===== src/rtl/io_channel_ready_generator.sv =====
// Purpose: drives IOCHRDY low to insert wait states for bus cycles that hit a slow I/O or memory window.
// Latency: IOCHRDY falls on the first edge after a qualified strobe falls and stays low wait_count cycles (longer while device_busy is high, bounded by TIMEOUT_CYCLES).
// Backpressure: none accepted; the block is itself the backpressure source for the CPU/DMA ready logic.
module io_channel_ready_generator #(
    parameter logic [15:0] IO_BASE        = 16'h0300,
    parameter logic [15:0] IO_MASK        = 16'hFFF0,
    parameter logic [19:0] MEM_BASE       = 20'hC8000,
    parameter logic [19:0] MEM_MASK       = 20'hF8000,
    parameter int          TIMEOUT_CYCLES = 64
) (
    input  logic        clock,
    input  logic        reset_n,
    input  logic [19:0] address,
    input  logic        io_read_n,
    input  logic        io_write_n,
    input  logic        memory_read_n,
    input  logic        memory_write_n,
    input  logic        address_enable_n,
    input  logic [3:0]  wait_count,
    input  logic        device_busy,
    output logic        io_channel_ready,
    output logic        wait_active,
    output logic        timeout_flag
);

    localparam int TO_W = $clog2(TIMEOUT_CYCLES + 1);
    localparam logic [TO_W-1:0] TO_LIMIT = TO_W'(TIMEOUT_CYCLES);
    localparam logic [TO_W-1:0] TO_ONE   = TO_W'(1);

    typedef enum logic [1:0] {
        ST_IDLE = 2'd0,
        ST_WAIT = 2'd1,
        ST_HOLD = 2'd2
    } state_t;

    state_t          state_q, state_d;
    logic [3:0]      wait_cnt_q, wait_cnt_d;
    logic [TO_W-1:0] to_cnt_q, to_cnt_d;
    logic            timeout_flag_q, timeout_flag_d;
    logic            ready_q;
    logic            wait_active_q;
    logic            prev_active_q;

    // Strobe qualification: I/O strobes belong to the DMA controller while AEN is asserted.
    logic io_active, mem_active, any_active;
    logic io_hit, mem_hit, start;
    logic [3:0] wait_cnt_dec;

    assign io_active  = (~io_read_n | ~io_write_n) & address_enable_n;
    assign mem_active = ~memory_read_n | ~memory_write_n;
    assign any_active = io_active | mem_active;
    assign io_hit     = io_active  & ((address[15:0] & IO_MASK)  == (IO_BASE  & IO_MASK));
    assign mem_hit    = mem_active & ((address       & MEM_MASK) == (MEM_BASE & MEM_MASK));
    // Only the falling edge of a strobe starts a wait, so a held strobe never retriggers.
    assign start      = (io_hit | mem_hit) & ~prev_active_q;
    assign wait_cnt_dec = (wait_cnt_q == 4'd0) ? 4'd0 : (wait_cnt_q - 4'd1);

    // Next-state logic: counters and sticky timeout flag follow the FSM.
    always_comb begin
        state_d        = state_q;
        wait_cnt_d     = wait_cnt_q;
        to_cnt_d       = to_cnt_q;
        timeout_flag_d = timeout_flag_q;
        case (state_q)
            ST_IDLE: begin
                if (start) begin
                    timeout_flag_d = 1'b0;
                    if ((wait_count != 4'd0) || device_busy) begin
                        state_d    = ST_WAIT;
                        wait_cnt_d = wait_count;
                        to_cnt_d   = TO_ONE;
                    end else begin
                        state_d = ST_HOLD;
                    end
                end
            end
            ST_WAIT: begin
                wait_cnt_d = wait_cnt_dec;
                to_cnt_d   = to_cnt_q + TO_ONE;
                if (!any_active) begin
                    // Strobe withdrawn: abandon the wait and release the bus.
                    state_d    = ST_IDLE;
                    wait_cnt_d = 4'd0;
                    to_cnt_d   = '0;
                end else if (to_cnt_q == TO_LIMIT) begin
                    // Device held the bus too long: force the cycle to finish.
                    state_d        = ST_HOLD;
                    timeout_flag_d = 1'b1;
                    wait_cnt_d     = 4'd0;
                    to_cnt_d       = '0;
                end else if ((wait_cnt_dec == 4'd0) && !device_busy) begin
                    state_d    = ST_HOLD;
                    wait_cnt_d = 4'd0;
                    to_cnt_d   = '0;
                end
            end
            ST_HOLD: begin
                if (!any_active) begin
                    state_d = ST_IDLE;
                end
            end
            default: begin
                state_d    = ST_IDLE;
                wait_cnt_d = 4'd0;
                to_cnt_d   = '0;
            end
        endcase
    end

    // State, counters and registered outputs; reset releases IOCHRDY immediately.
    always_ff @(posedge clock or negedge reset_n) begin
        if (!reset_n) begin
            state_q        <= ST_IDLE;
            wait_cnt_q     <= 4'd0;
            to_cnt_q       <= '0;
            timeout_flag_q <= 1'b0;
            ready_q        <= 1'b1;
            wait_active_q  <= 1'b0;
            prev_active_q  <= 1'b0;
        end else begin
            state_q        <= state_d;
            wait_cnt_q     <= wait_cnt_d;
            to_cnt_q       <= to_cnt_d;
            timeout_flag_q <= timeout_flag_d;
            ready_q        <= (state_d != ST_WAIT);
            wait_active_q  <= (state_d == ST_WAIT);
            prev_active_q  <= any_active;
        end
    end

    assign io_channel_ready = ready_q;
    assign wait_active      = wait_active_q;
    assign timeout_flag     = timeout_flag_q;

endmodule


===== config.mk =====
export PLATFORM = sky130hd
export DESIGN_NAME = io_channel_ready_generator
export DESIGN_NICKNAME = d
export VERILOG_FILES = /design/src/rtl/io_channel_ready_generator.sv
export SDC_FILE = /design/constraint.sdc
export NUM_CORES = 1
export LEC_CHECK = 0
export BUFFER_PORTS_ARGS = -buffer_cell sky130_fd_sc_hd__clkbuf_2
export CORE_MARGIN = 3
export CORE_UTILIZATION = 45
export CTS_CLUSTER_SIZE = 12
export DETAILED_ROUTE_END_ITERATION = 16
export PLACE_DENSITY = 0.73
export SLEW_MARGIN = 10
export SYNTH_ARGS = -nofsm -noshare
export SYNTH_HDL_FRONTEND = slang
export SYNTH_SLANG_ARGS = --single-unit

===== constraint.sdc =====
create_clock -name clock -period 2.3 [get_ports clock]
set_input_delay 0.575 -clock clock [delete_from_list [all_inputs] [get_ports clock]]
set_output_delay 0.575 -clock clock [all_outputs]
set_load 0.02 [all_outputs]

# Word level (Yosys, flattened, before mapping)
# Cells that the tools add are included.
op_classes:
  addsub: 2
  n_mux: 24
  eq_ne: 11
  n_reduce_logical: 10
  bitwise: 14
op_table:
  columns: ["op", "count"]
  rows:
  - ["two-way mux 7 bit", 5]
  - ["two-way mux 4 bit", 6]
  - ["one-hot mux 7 bit (3 select lines)", 1]
  - ["== test 12 x 6 -> 1 bit (second input constant)", 1]
  - ["two-way mux 2 bit", 6]
  - ["one-hot mux 4 bit (3 select lines)", 1]
  - ["zero test 4 bit", 2]
  - ["inequality test 2 bit (second input constant)", 4]
  - ["adder 7 x 1 -> 7 bit (second input constant)", 1]
  - ["== test 7 bit (second input constant)", 1]
  - ["NOT 1 bit", 6]
  - ["one-hot mux 2 bit (3 select lines)", 1]
  - ["== test 5 bit (second input constant)", 1]
  - ["bitwise AND 1 bit", 4]
  - ["== test 2 x 1 -> 1 bit (second input constant)", 2]
  - ["OR 1 bit", 4]
  - ["AND reduction 4 bit", 1]
  - ["nonzero test 4 bit", 1]
  - ["subtractor 4 x 1 -> 4 bit (second input constant)", 1]
  - ["two-way mux 1 bit", 3]
  - ["AND reduction 3 bit", 1]
  - ["== test 2 bit (second input constant)", 1]
  - ["zero test 2 bit", 1]
  - ["inequality test 2 x 1 -> 1 bit (second input constant)", 1]
  - ["other kinds (5)", 5]
word_totals:
  output_inout_bits: 3
  regBits: 17
  input_bits: 32

# Longest topological paths before layout
# Gate-level depths: netlist of the first run.
logic_depth:
  word_depth: 9
  depth_mapped: 8

# Worst setup path after synthesis of the first run
# OpenSTA, ideal clock, no wires.
synth_timing:
  path_type: "input -> register"
  startpoint: "in address[13]"
  endpoint: "reg wait_cnt_q[0]"
  setup_ns: 0.128
  t_arrival_ns: 1.784
  n_path_buf: 0
  slack_ns: 0.388
  path_stages: 5
  cell_sequence: "nor4_1 > nand4_1 > a21oi_2 > a21o_2 > mux2_1"
synth_between:
  elab_chain_len: 6
synth_lines:
  columns: ["item", "line", "rtl"]
  rows:
  - ["start: declaration", "13", "input logic [19:0] address,"]
  - ["== test 12 x 6 -> 1 bit", "52", "assign io_hit = io_active & ((address[15:0] & IO_MASK) == (IO_BASE & IO_MASK));"]
  - ["bitwise AND 1 bit", "52", null]
  - ["OR 1 bit", "55", "assign start = (io_hit | mem_hit) & ~prev_active_q;"]
  - ["bitwise AND 1 bit", "55", null]
  - ["inequality test 2 bit (no source line)", null, null]
  - ["AND reduction 3 bit (no source line)", null, null]
  - ["end signal: assignment", "122", "wait_cnt_q <= wait_cnt_d;"]
  - ["end: declaration", "37", "logic [3:0] wait_cnt_q, wait_cnt_d;"]
# No other way between the ends.
# A chain may end at the register's enable or synchronous reset.

# Worst setup path after layout of the first run
layout_timing:
  startpoint: "reg to_cnt_q[4]"
  endpoint: "reg wait_cnt_q[2]"
layout_between:
  elab_chain_len: 4
layout_lines:
  columns: ["item", "line", "rtl"]
  rows:
  - ["start: declaration", "38", "logic [TO_W-1:0] to_cnt_q, to_cnt_d;"]
  - ["start signal: assignment", "123", "to_cnt_q <= to_cnt_d;"]
  - ["== test 7 bit", "85", "end else if (to_cnt_q == TO_LIMIT) begin"]
  - ["two-way mux 4 bit", "85", null]
  - ["two-way mux 4 bit", "80", "if (!any_active) begin"]
  - ["one-hot mux 4 bit (3 select lines)", "64", "case (state_q)"]
# No other way between the ends.

==> results by group, run 1 <==
Timing
  – Final setup vio count: 0
  – F_max: 548 MHz
  – Final worst-path cycle share: 79.4%
  – Sum of negative setup slack: 0 ps
  – Final Hold Fails: 0
  – Min Clock Period, post-route: 1830 ps
  – Clock skew: 4.90 ps
  – Tightest Pin Transition: 487 ps
  – Worst slew margin relative to its limit: 67.2%
  – Number of slew-limit violations in the final report: 0
  – Unrepaired setup endpoints after global routing: no

Critical path
  – Ordered cell list for the critical path: nor4b_2 > and3_1 > nor3_4 > a32o_1 > a21o_1
  – Worst R2R Path Depth: 5
  – Type of element capturing the critical path: flip-flop
  – Category of the most critical setup path: flip-flop to flip-flop
  – Worst-path cell with the longest stage delay: dfrtp_1
  – Setup crit start kind: flip-flop
  – Critical path's largest stage delay: 460 ps
  – Data arrival time at the worst-slack endpoint: 2020 ps
  – Required time of the critical path: 2490 ps
  – Highest fanout seen on the critical path: 13

Routing
  – Total via count in the routed design: 932
  – Total Wirelength: 2280 microns
  – Routed WL per cell: 13.8 microns
  – Via-per-instance ratio: 5.65
  – First-iteration detailed-routing DRC count: 19
  – Detailed-router iteration count before antenna repair: 4
  – Post-detailed-route DRC marker count: 0
  – Post-route antenna net violation count: 0

Clocking
  – Number of hold buffers added after CTS: 0
  – # clock sinks: 17
  – TritonCTS Buffers: 3
  – Worst skew pair latency: 290 ps
  – Post-cts sizing count: 0
  – Reg clk slew, reported paths: 110 ps
  – Post-CTS setup repair buffer count: 0
  – Maximum clock path buffer count: 2
  – CTS tree: done
  – Maximum level of the CTS H-tree: 1
  – Clock root buffer: clkbuf_4

Synthesis
  – Biggest area contributors in the synthesized netlist: dfrtp_1 (39%), dfstp_2 (2.6%), inv_1 (2.6%)
  – Synthesized net count: 139
  – Number of flops mapped to enable cells by yosys: 0
  – Main flop type after synthesis: dfrtp_1
  – #FFs+latches synth: 17
  – Asr flop ratio synth: 100%
  – Cell type with the largest total area after synthesis: dfrtp_1
  – Synthesis Warnings: 0
  – Sequential area share after synthesis: 41.6%
  – Count leader, synth: dfrtp_1
  – Number of instances in the synthesized netlist: 105
  – Number of distinct library cell variants in the gate-level netlist after synthesis: 48
  – Share of the synthesized area in the top cell type: 39.0%
  – Top cells by instance count after synthesis: dfrtp_1 (16), inv_1 (7), nand2_1 (6), nor2_1 (6)
  – Post-synthesis average cell area: 9.77 sq um
  – Cell area after technology mapping: 1030 sq um

Run status
  – Run status: complete, no violations

Global routing
  – Pin count of the biggest net entering global routing: 18
  – Global-route wire length before repair: 3730 microns
  – Overall track demand over capacity in global routing: 18.0%
  – Antenna violations before repair: 0
  – Number of global-route vias before repair: 914
  – Overflow left after global routing: 0

Die
  – Core area: 2060 sq um
  – Vert. Die Dim: 53.8 microns
  – Initial standard-cell utilization of the core: 49.8%
  – Boundary Pins: 35
  – Total Die Area: 2890 sq um
  – Die width: 53.8 microns
  – Cell row count: 16

Placed design
  – Total of buffers placed on input and output ports: 30
  – Post-DP HPWL: 1740 microns
  – Gp weighted congestion: 0.880

Final layout
  – Antenna Cells: 0
  – Total area of multi-input combinational cells: 546 sq um
  – Layout fillers: 180
  – Area taken by flip-flops and latches: 427 sq um
  – Post-layout nets: 173
  – Layout cell share with drive strength beyond 1: 36.2%
  – Layout overhead on the synthesized area: 19.4%

Power and ir drop
  – Lkg Pwr: 0.589 nW
  – Ratio of total power to cell area: 697 nW/um^2
  – Pwr Total: 0.854 mW
  – VDD IR-drop max: 0.521 mV

Hold path
  – Kind of path behind the tightest hold check: input pin to asynchronous set/reset pin

Job
  – # Max-Cap Violations: 0
[cells by family after synthesis]
| family | Yosys count | share of synthesized area (%) |
|---|---|---|
| AO/OA/AOI/OAI | 33 | 24.4 |
| adder cells (fa/ha/maj) | 2 | 2.44 |
| buffers and inverters | 10 | 5.24 |
| flip-flops | 17 | 41.6 |
| multiplexers | 1 | 1.10 |
| AND/OR/NAND/NOR | 42 | 25.2 |
[report_power, final]
group,internal [mW],switching (mW)
registers,0.365,0.0773
logic,0.118,0.130
clock network,0.0647,0.0988
[layout by cell type, fill, tap and decap left out, types with 2 or more instances in the layout]
master,n
a31o_2,2
ha_1,2
a22oi_1,3
dfrtp_1,16
or2_2,2
buf_4,2
a31oi_1,3
nor3_1,5
nand2_1,6
nor4_1,3
clkbuf_4,3
a21oi_2,2
clkbuf_2,30
nand4_1,2
o21ai_0,5
and3_1,3
a21oi_1,3
nand2b_1,2
nor2_1,6
inv_1,7
nand3_1,2
[registers in the layout, summed over array words and instances (netlist names)]
signal	flops
wait_active	1
prev_active_q	1
to_cnt_q	7
io_channel_ready	1
timeout_flag	1
state_q	2
wait_cnt_q	4
[worst paths after layout]
path,startpoint,to,slack [ps]
worst max-delay path,to_cnt_q[4],wait_cnt_q[2],470
worst min-delay path,reset_n,to_cnt_q[5],200
worst min register to register,to_cnt_q[6],to_cnt_q[6],540
max in group asynchronous,reset_n,io_channel_ready,1770
worst max register to register,to_cnt_q[4],wait_cnt_q[2],470
min in group clock,wait_count[3],wait_cnt_q[3],530
[layer usage]
| metal | part of all wire, % | routed length (microns) | up-vias | global-route usage (%) |
|---|---|---|---|---|
| met5 | 0 | 0 | - | 0 |
| met4 | 0.79 | 18 | 0 | 8.94 |
| met3 | 6.9 | 158 | 2 | 1.66 |
| met2 | 48 | 1080 | 35 | 33.1 |
| met1 | 45 | 1020 | 425 | 20.5 |
| li1 | - | - | 470 | - |
[layout make-up]
class / count / share of cell area (%)
Sequential cell: 17 / 34.8
Multi-Input combinational cell: 78 / 44.5
Clock buffer: 3 / 1.84
Timing Repair Buffer: 32 / 13.5
Clock inverter: 1 / 0.409
Inverter: 7 / 2.15
Tap cell: 27 / 2.76
[stage by stage]
stage	util, %	setup WS (ps)	cells	hold slack (ps)	cell area (sq um)
2_1_floorplan	-	388	105	279	1030
3_3_place_gp	58.1	288	161	507	1200
3_5_place_dp	58.1	262	161	519	1200
4_1_cts	59.4	465	165	199	1220
5_1_grt	59.4	306	165	204	1220
6_report	59.4	474	165	197	1220
[critical path, delay by kind of cell, from the launching register on]
kind,cells,cell delay [ps]
AND/OR/NAND/NOR,3,800
AO/OA/AOI/OAI,2,460
flip-flops,1,460
Note: power is estimated with default switching activity, not from simulation.
==> run 2, diff against run 1 <==
- CORE_UTILIZATION: 45 -> 44
- PLACE_DENSITY: 0.73 -> 0.74
- clock period: 2.3 -> 1.6 ns (I/O delays scaled with it)
==> run 2 against run 1 <==
Compared with the run above: the flow now finishes with violations (setup timing); non-clock buffer count grew 28; hold slack worse by 180 ps; critical path depth rose by 1; sequential power is 37% higher; utilization increased by 14 points; first-iteration DRC count rose by 32%; setup slack lost 500 ps; design area rose by 25%; clock skew is 6.0 ps higher; combinational power increased to 2.8 times the previous value; critical path type unchanged; largest cell class unchanged.
==> results by group, run 2 (synthesis results as in run 1) <==
Run status
  – Run status: finished with violations
  – Failing checks: setup timing

Placed design
  – Area after detailed placement: 1400 sq um (+17%)
  – Post-DP HPWL: 2090 microns (+20%)
  – Worst setup timing slack at the placement stage: -196 ps (-458 ps)
  – Gp weighted congestion: 0.864 (-1.8%)
  – Cell Count Post-Placement: 185 (+15%)
  – Total of buffers placed on input and output ports: 30 (unchanged)

Clocking
  – Number of hold buffers added after CTS: 0 (unchanged)
  – Reg clk slew, reported paths: 100 ps (about the same)
  – TritonCTS Buffers: 3 (unchanged)
  – CTS tree: done
  – Maximum clock path buffer count: 2 (unchanged)
  – Maximum level of the CTS H-tree: 1 (unchanged)
  – # clock sinks: 17 (unchanged)
  – Worst skew pair latency: 300 ps (about the same)
  – Clock root buffer: clkbuf_4

Power and ir drop
  – Lkg Pwr: 0.737 nW (+25%)
  – Ratio of total power to cell area: 992 nW/um^2 (+42%)
  – VDD IR-drop max: 0.752 mV (+44%)

Timing
  – Unrepaired setup endpoints after global routing: yes
  – Hold Slack: 15.0 ps (-182 ps)
  – Tightest Pin Transition: 426 ps (-61.3 ps)
  – Final Hold Fails: 0 (unchanged)
  – F_max: 614 MHz (+12%)
  – Worst slew margin relative to its limit: 71.6% (+4.4 points)
  – Final worst-path cycle share: 102% (+22 points)
  – Min Clock Period, post-route: 1630 ps (-198 ps)
  – Number of slew-limit violations in the final report: 0 (unchanged)
  – Final setup vio count: 5 (+5)
  – Worst setup margin: -28.3 ps (-502 ps)
  – Clock skew: 10.9 ps (+6.05 ps)

Global routing
  – Overflow left after global routing: 0 (unchanged)
  – Pin count of the biggest net entering global routing: 18 (unchanged)
  – Antenna violations before repair: 0 (unchanged)
  – Overall track demand over capacity in global routing: 19.0% (+1.0 points)
  – Number of global-route vias before repair: 968 (+5.9%)
  – Global-route wire length before repair: 4040 microns (+8.5%)

Die
  – Core area: 2080 sq um (+0.97%)
  – Die width: 54.3 microns (+1.0%)
  – Cell row count: 16 (unchanged)
  – Boundary Pins: 35 (unchanged)
  – Total Die Area: 2950 sq um (+2.0%)
  – Initial standard-cell utilization of the core: 49.3% (-0.48 points)
  – Vert. Die Dim: 54.3 microns (+1.0%)

Final layout
  – Register ranked first by flip-flop count: to_cnt_q
  – Layout fillers: 166 (-7.8%)
  – Layout overhead on the synthesized area: 49.4%
  – Flip-flop count of the largest register, all copies and words added: 7 (unchanged)
  – Post-layout nets: 201 (+16%)
  – Cell Count, Final, Fillers Out: 193 (+17%)
  – Most common cell after layout, fill and taps aside: clkbuf_2
  – Highest-count cells in the layout ignoring fill and taps: clkbuf_2 (30), buf_4 (27), dfrtp_1 (16)
  – Layout cell share with drive strength beyond 1: 54.8% (+19 points)
  – Final cell area excluding filler cells: 1530 sq um (+25%)
  – Largest registers: to_cnt_q x7, wait_cnt_q x4, state_q x2
  – Antenna Cells: 0 (unchanged)

Critical path
  – Worst R2R Path Depth: 6 (+1)
  – Type of element capturing the critical path: flip-flop
  – Data arrival time at the worst-slack endpoint: 1810 ps (-210 ps)
  – Reg-to-reg slack, setup: -30 ps (-500 ps)
  – Worst-path cell with the longest stage delay: dfrtp_1
  – Crit path buf inv count: 2 (+2)
  – Endpoint of the most critical register-to-register path: wait_cnt_q[3]
  – Critical path's largest stage delay: 400 ps (-60 ps)
  – Highest fanout seen on the critical path: 4 (-9)
  – Required time of the critical path: 1780 ps (-710 ps)
  – Ordered cell list for the critical path: nor4b_2 > and3_4 > buf_6 > buf_6 > nor4b_2 > a221o_1
  – Kind of cell adding the most delay to the critical path: simple AND/OR/NAND/NOR gates
  – Category of the most critical setup path: flip-flop to flip-flop
  – Setup crit start kind: flip-flop
  – Reg-to-reg critical path startpoint: to_cnt_q[5]

Routing
  – Met3 routed wirelength: 113 microns (-28%)
  – Post-Route M1 WL: 1140 microns (+12%)
  – Total via count in the routed design: 1,074 (+15%)
  – Post-detailed-route DRC marker count: 0 (unchanged)
  – Total Wirelength: 2750 microns (+20%)
  – First-iteration detailed-routing DRC count: 25 (+6)
  – Routed WL per cell: 14.2 microns (+2.9%)
  – Topmost layer with routed signal wires: met4
  – Detailed-router iteration count before antenna repair: 4 (unchanged)
  – Total met2 wirelength after detailed routing: 1450 microns (+34%)
  – Post-route antenna net violation count: 0 (unchanged)
  – Via-per-instance ratio: 5.56 (-1.5%)

Hold path
  – Kind of path behind the tightest hold check: input pin to asynchronous set/reset pin

Job
  – # Max-Cap Violations: 0 (unchanged)
==> run 2: cell count changes in the layout (fill, tap and decap cells not counted), moves of 2 or more <==
cell,delta
and3_1,-2
nor3_1,-2
buf_6,+3
and3_4,+2
buf_4,+25
nor3_2,+2
==> run 2: how the worst max path moves through the flow <==
stage               slack [ps]       endpoint  depth (start not counted)     startpoint
detailed placement        -200  wait_cnt_q[3]                          6    address[13]
CTS                        -40  wait_cnt_q[3]                          6    to_cnt_q[3]
global placement          -140  wait_cnt_q[0]                          5  wait_count[1]
finish                     -30  wait_cnt_q[3]                          6    to_cnt_q[5]
floorplan                  -50  wait_cnt_q[0]                          5    address[10]
global route               -70  wait_cnt_q[3]                          6    to_cnt_q[5]
==> run 2: layer usage <==
metal | vias up | GRT usage, %
li1 | 520 | -
met1 | 523 | 22.8
met2 | 26 | 33.3
met3 | 5 | 3.54
met4 | 0 | 7.88
met5 | - | 0
==> run 2: final cells by class <==
cell class              count  area, sq um  area share, %
clock buffers               4         26.3           1.71
repair buffers             60          387           25.2
inverters                   7         26.3           1.71
multi-input cells          78          633           41.3
well taps                  27         33.8           2.20
flip-flops and latches     17          427           27.8
==> run 2: report_power, final <==
| group | switching, mW | internal, mW | leakage, nW |
|---|---|---|---|
| Sequential | 0.0797 | 0.525 | 0.215 |
| Combinational | 0.315 | 0.369 | 0.507 |
| Clock | 0.134 | 0.0972 | 0.0150 |
==> run 2: repair_timing <==
item,CTS,global route
endpoints found under the setup margin,5,8
hold endpoints to repair,0,0
resized for setup,7,9
setup buffers,2,2
pin swaps,10,9
==> run 2: stage by stage <==
stage	TNS [ps]	utilization, %	power (mW)
global route	-307	73.6	1.61
floorplan	-60.7	-	0.889
CTS	-122	71.1	1.43
detailed placement	-1830	67.3	1.16
finish	-62.8	73.6	1.52
global placement	-1120	67.3	1.14
